--- config.mk ---
export PLATFORM = sky130hd
export DESIGN_NAME = amba_arbiter
export DESIGN_NICKNAME = d
export VERILOG_FILES = /design/src/rtl/amba_arbiter.sv
export SDC_FILE = /design/constraint.sdc
export NUM_CORES = 1
export LEC_CHECK = 0
export CAP_MARGIN = 5
export CORE_AREA = 2 2 145 147
export DETAILED_ROUTE_END_ITERATION = 10
export DIE_AREA = 0 0 147 149
export GPL_TIMING_DRIVEN = 0
export PLACE_DENSITY = 0.61
export SYNTH_ARGS = -nofsm -noshare
export SYNTH_HDL_FRONTEND = slang
export SYNTH_SLANG_ARGS = --single-unit
--- constraint.sdc ---
create_clock -name clk -period 2.2 [get_ports clk]
set_input_delay 0.44 -clock clk [delete_from_list [all_inputs] [get_ports clk]]
set_output_delay 0.44 -clock clk [all_outputs]
set_load 0.03 [all_outputs]
--- src/rtl/amba_arbiter.sv ---
// amba_arbiter: round-robin AHB arbiter plus master-side address/write-data mux.
// Parks the bus on master 0 when idle and bounds bus tenure while others wait.
// Optional locked transfers: define AMBA_ARB_LOCK_EN.

package amba_pkg;
   localparam int AWIDTH = 32;
   localparam int DWIDTH = 32;
endpackage

module amba_arbiter
   import amba_pkg::*;
#(
   parameter  int NMASTER    = 4,
   parameter  int MAX_TENURE = 16,
   localparam int MWIDTH     = $clog2(NMASTER)
) (
   input  logic                              clk,
   input  logic                              rst,
   input  logic [NMASTER-1:0]                hbusreq,
   input  logic [NMASTER-1:0]                hlock,
   input  logic [NMASTER-1:0][AWIDTH-1:0]    haddr_m,
   input  logic [NMASTER-1:0][1:0]           htrans_m,
   input  logic [NMASTER-1:0]                hwrite_m,
   input  logic [NMASTER-1:0][2:0]           hsize_m,
   input  logic [NMASTER-1:0][DWIDTH-1:0]    hwdata_m,
   input  logic                              hready,
   output logic [NMASTER-1:0]                hgrant,
   output logic [MWIDTH-1:0]                 hmaster,
   output logic [MWIDTH-1:0]                 hmaster_d,
   output logic                              hmastlock,
   output logic [AWIDTH-1:0]                 haddr,
   output logic [1:0]                        htrans,
   output logic                              hwrite,
   output logic [2:0]                        hsize,
   output logic [DWIDTH-1:0]                 hwdata
);

   localparam int TW = $clog2(MAX_TENURE);
   localparam logic [TW-1:0] TEN_MAX = TW'(MAX_TENURE - 1);

   typedef enum logic {PARK, OWN} state_t;

   state_t              state_q, state_d;
   logic [MWIDTH-1:0]   own_q, own_d;       // address-phase owner
   logic [MWIDTH-1:0]   dmst_q, dmst_d;     // data-phase owner
   logic [MWIDTH-1:0]   last_q, last_d;     // last real owner, RR base while parked
   logic [TW-1:0]       ten_q, ten_d;
   logic [NMASTER-1:0]  grant_q, grant_d;
   logic                lock_q, lock_d;

   logic [MWIDTH-1:0]   winner;
   logic                active, others, rearb;

   // First requester scanning upward from base+1 with wrap; base itself is checked last.
   function automatic logic [MWIDTH-1:0] rr_pick(input logic [NMASTER-1:0] req,
                                                 input logic [MWIDTH-1:0]  base);
      logic [MWIDTH-1:0] pick;
      int                idx;
      pick = base;
      for (int k = NMASTER; k >= 1; k--) begin
         idx = (int'(base) + k) % NMASTER;
         if (req[idx]) pick = MWIDTH'(idx);
      end
      return pick;
   endfunction

   // Next-state: arbitration decision, tenure count and grant encoding on hready cycles.
   always_comb begin
      state_d = state_q;
      own_d   = own_q;
      dmst_d  = dmst_q;
      last_d  = last_q;
      ten_d   = ten_q;
      lock_d  = lock_q;
      active  = (state_q == OWN) && htrans_m[own_q][1];
      others  = |(hbusreq & ~(NMASTER'(1) << own_q));
      winner  = rr_pick(hbusreq, (state_q == PARK) ? last_q : own_q);
      rearb   = !hbusreq[own_q] || (htrans_m[own_q] == 2'b00) ||
                ((ten_q == TEN_MAX) && active && others);
`ifdef AMBA_ARB_LOCK_EN
      if (hlock[own_q]) rearb = 1'b0;
`endif
      if (hready) begin
         dmst_d = own_q;
         case (state_q)
            PARK: if (|hbusreq) begin
               state_d = OWN;
               own_d   = winner;
            end
            OWN: if (rearb) begin
               if (|hbusreq) begin
                  own_d = winner;
               end else begin
                  state_d = PARK;
                  own_d   = '0;
               end
            end
            default: state_d = PARK;
         endcase
         if ((state_d != state_q) || (own_d != own_q)) ten_d = '0;
         else if (active && (ten_q != TEN_MAX))      ten_d = ten_q + 1'b1;
         if (state_d == OWN) last_d = own_d;
`ifdef AMBA_ARB_LOCK_EN
         lock_d = (state_d == OWN) && hlock[own_d];
`else
         lock_d = 1'b0;
`endif
      end
      grant_d = NMASTER'(1) << own_d;
   end

   // State registers; reset wins over hready.
   always_ff @(posedge clk) begin
      if (rst) begin
         state_q <= PARK;
         own_q   <= '0;
         dmst_q  <= '0;
         last_q  <= '0;
         ten_q   <= '0;
         grant_q <= NMASTER'(1);
         lock_q  <= 1'b0;
      end else begin
         state_q <= state_d;
         own_q   <= own_d;
         dmst_q  <= dmst_d;
         last_q  <= last_d;
         ten_q   <= ten_d;
         grant_q <= grant_d;
         lock_q  <= lock_d;
      end
   end

`ifndef AMBA_ARB_LOCK_EN
   logic hlock_unused;
   assign hlock_unused = ^hlock;
`endif

   assign hgrant    = grant_q;
   assign hmaster   = own_q;
   assign hmaster_d = dmst_q;
   assign hmastlock = lock_q;
   assign haddr     = haddr_m[own_q];
   assign htrans    = (state_q == PARK) ? 2'b00 : htrans_m[own_q];
   assign hwrite    = hwrite_m[own_q];
   assign hsize     = hsize_m[own_q];
   assign hwdata    = hwdata_m[dmst_q];

endmodule

==> results.toml <==
[status]
status = "finished with violations"
violations = "setup timing"

[synthesis]
yosysSeqAreaShare = 0.112
synth.avg_cell_area_um2 = 13.1
async_flop_share = 0
yosys.area.top_type = "mux4_2"
synthFlopType = "dfxtp_1"
synth_area_mm2 = 0.00269
synth_nets = 498
synth_seq_cells = 15
yosysUniqueCellTypes = 49
synthTopCellsByArea = "mux4_2 59%, dfxtp_1 11%, mux2i_1 2.6%"
synth_edf_count = 0
synth.yosys.warnings = 0
netlist_instances = 206
synth_top_area_share = 0.594

[pwr]
power.density_mw_per_mm2 = 477
power_mw = 3.35
p_leak_nw = 2.54
peakVddDrop_mv = 0.249

[critical_path]
worstPathCellList = "buf_6 > buf_12 > mux2i_4 > nor4_4 > buf_4 > a31oi_4 > o31a_1 > o221a_2 > and2_1"
reg2reg_to = "hgrant[2]$_SDFF_PP0_"
critPathMaxStageDelay_ns = 0.34
startpoint_type = "register"
r2r_start = "state_q$_SDFFE_PP0P_"
path_delay_family = "compound AO/OA/AOI/OAI gates"
crit_path_max_fanout = 7
ff2ff_path_depth = 9
worstSetupPathType = "register to register"
crit_path_end_kind = "register"
critPathRequiredTime_ns = 2.35
cp.arrival_ns = 2.37
slowest_stage = "o31a_1"
cp_num_buf_inv = 3
rrSetupSlack_ns = -0.02

[sta]
slew_violations = 0
setup_viol = 1
fin_crit_ns = 2.22
finalWorstSetupSlack_ns = -0.0218
fin_tns_setup_ns = -0.0218
fin_crit_sh = 1.01
hold_violations = 0
grt_setup_unrepaired = "yes"
worst_pin_slew_ns = 0.522
max_freq_mhz = 450
fin_skew_ns = 0.00520
max_slew_margin = 0.652

[routing]
wirelength_um = 17600
via_count = 3677
via_per_inst = 4.25
route.met2.wl_um = 8750
highest_layer = "met4"
ant_nets = 0
drc_errors = 0
drt_pass1_iterations = 4
met3_length_um = 1380
drt_iter0_markers = 162
avgRoutedWirePerCell_um = 20.4
wirelength_met1_um = 7360

[place]
port_buffers = 363
dp_cells = 844
hpwlAfterDp_um = 15000
place_ws_ns = -0.613
gp_congestion = 0.773

[floorplan]
core-area_mm2 = 0.0206
die_x_um = 147
io_pins = 370
die_height_um = 149
die_area_mm2 = 0.0219
rows = 53
start_util = 0.131

[hold_path]
min_to = "last_q[1]$_SDFFE_PP0P_"
worstHoldStart = "last_q[1]$_SDFFE_PP0P_"
holdPathStages = 2
hp-class = "register to register"

[global_route]
grt-ovfl-total = 0
grt_pass1_vias = 3523
grt_start_max_net_pins = 11
grt_usage = 0.144
grt_pass1_wl_um = 23400
antenna_found_initial = 3

[clock_network]
worst_setup_hold_path_clk_slew_ns = 0.06
numCtsBuffers = 3
cts_buffer_depth = 2
cts-root-buf = "clkbuf_16"
htreeDepth = 1
cts_tree = "yes"
cts_sinks = 15
worstSkewPairLatency_ns = 0.25

[final_layout]
fin_util = 0.342
n_fill_cell = 2084
finalNonFillerCells = 865
final_nets = 880
areaGrowthSynthToFinish_pct = 161
drive_above_1_share = 0.354

[job]
max_cap_violations = 0
cells in the mapped netlist (2+ instances only):
cell and instances:
mux4_2 71, dfxtp_1 15, clkbuf_1 11, nor2_1 10, nand2_1 9, nor3_1 8, mux2i_1 7, buf_1 6
nand2b_1 5, and2_1 4, buf_2 4, xnor2_1 4, a21o_1 3, a21oi_1 3, nor2b_1 3, o21ai_0 3
a211oi_1 2, a31oi_1 2, and2_4 2, buf_4 2, nor3b_1 2, nor4_1 2, xor2_1 2
cells by family after synthesis:
kind of cell | count (synthesis) | share of synthesized area
AND/OR/NAND/NOR | 53 | 0.114
other | 1 | 0.00139
AO/OA/AOI/OAI | 27 | 0.0791
buffers and inverters | 24 | 0.0409
adder cells (fa/ha/maj) | 1 | 0.00465
XOR/XNOR | 6 | 0.0195
flip-flops | 15 | 0.112
multiplexers | 79 | 0.629
worst min-delay path, cell delays in order, from the launching register on:
cell      delay, ns
dfxtp_1        0.35
nor2_1         0.11
a211oi_1       0.05
final cells by class:
| type | count | area, µm² | share of cell area |
|---|---|---|---|
| diodes | 3 | 7.51 | 0.00107 |
| flip-flops and latches | 15 | 312 | 0.0443 |
| multi-input cells | 167 | 2380 | 0.339 |
| clock buffers | 3 | 75.1 | 0.0107 |
| well taps | 275 | 344 | 0.0490 |
| repair buffers | 379 | 3630 | 0.517 |
| plain buffers | 22 | 260 | 0.0370 |
| clock inverters | 1 | 7.51 | 0.00107 |
report_power, final:
group	switching [mW]	internal, mW
sequential	0.0511	0.307
combinational	1.20	1.41
clock	0.130	0.246
state kept, by name, indices dropped and copies added, names as in the netlist:
register,flops
hgrant,4
state_q,1
ten_q,4
hmaster_d,2
last_q,2
hmaster,2
metrics by stage:
step | area [µm²] | hold WS (ns)
floorplan | 2700 | 0.505
CTS | 6780 | 0.553
detailed placement | 6680 | 0.545
global route | 7030 | 0.572
global placement | 6680 | 0.535
finish | 7030 | 0.560
worst max path at each step:
stage | slack [ns] | to | startpoint | depth (start not counted)
2_1_floorplan | 0.002 | hwdata[0] | hmaster_d[0]$_SDFFE_PP0P_ | 3
3_3_place_gp | -0.62 | hwdata[12] | hmaster_d[0]$_SDFFE_PP0P_ | 4
3_5_place_dp | -0.61 | hwdata[31] | hmaster_d[0]$_SDFFE_PP0P_ | 4
5_1_grt | -0.07 | hgrant[2]$_SDFF_PP0_ | state_q$_SDFFE_PP0P_ | 9
4_1_cts | -0.10 | haddr[30] | hmaster[0]$_SDFF_PP0_ | 4
6_report | -0.02 | hgrant[2]$_SDFF_PP0_ | state_q$_SDFFE_PP0P_ | 9
per-layer routing:
| metal | GRT usage | up-vias |
|---|---|---|
| met5 | 0 | - |
| met4 | 0.0216 | 0 |
| met3 | 0.0352 | 16 |
| met2 | 0.232 | 201 |
| met1 | 0.199 | 1803 |
| li1 | - | 1657 |
cell usage in the layout, fill, tap and decap left out, types with 3 or more instances in the layout:
cell type and count:
diode_2 3, nor3_1 5, buf_6 8, a21o_1 3, dfxtp_1 10, and2_4 3
dlygate4sd2_1 6, dlymetal6s2s_1 8, nand2b_1 5, buf_4 18, clkdlybuf4s50_1 281, clkbuf_1 4
clkbuf_16 6, mux4_2 71, nand2_1 9, dfxtp_2 3, mux2i_1 6, nor2_1 10
nor3_2 3, a21oi_1 3, nor2b_1 3, xnor2_1 3, buf_2 30, and2_1 3
clkbuf_2 14, clkdlybuf4s15_2 16, buf_12 7, buf_8 3
repair_timing:
action,CTS,global route
hold buffers,0,0
pin swaps,3,17
setup buffers,4,9
setup endpoints to repair,79,50
gates cloned,0,3
gates resized for setup,310,80
Power figures use the tool's default switching activity.
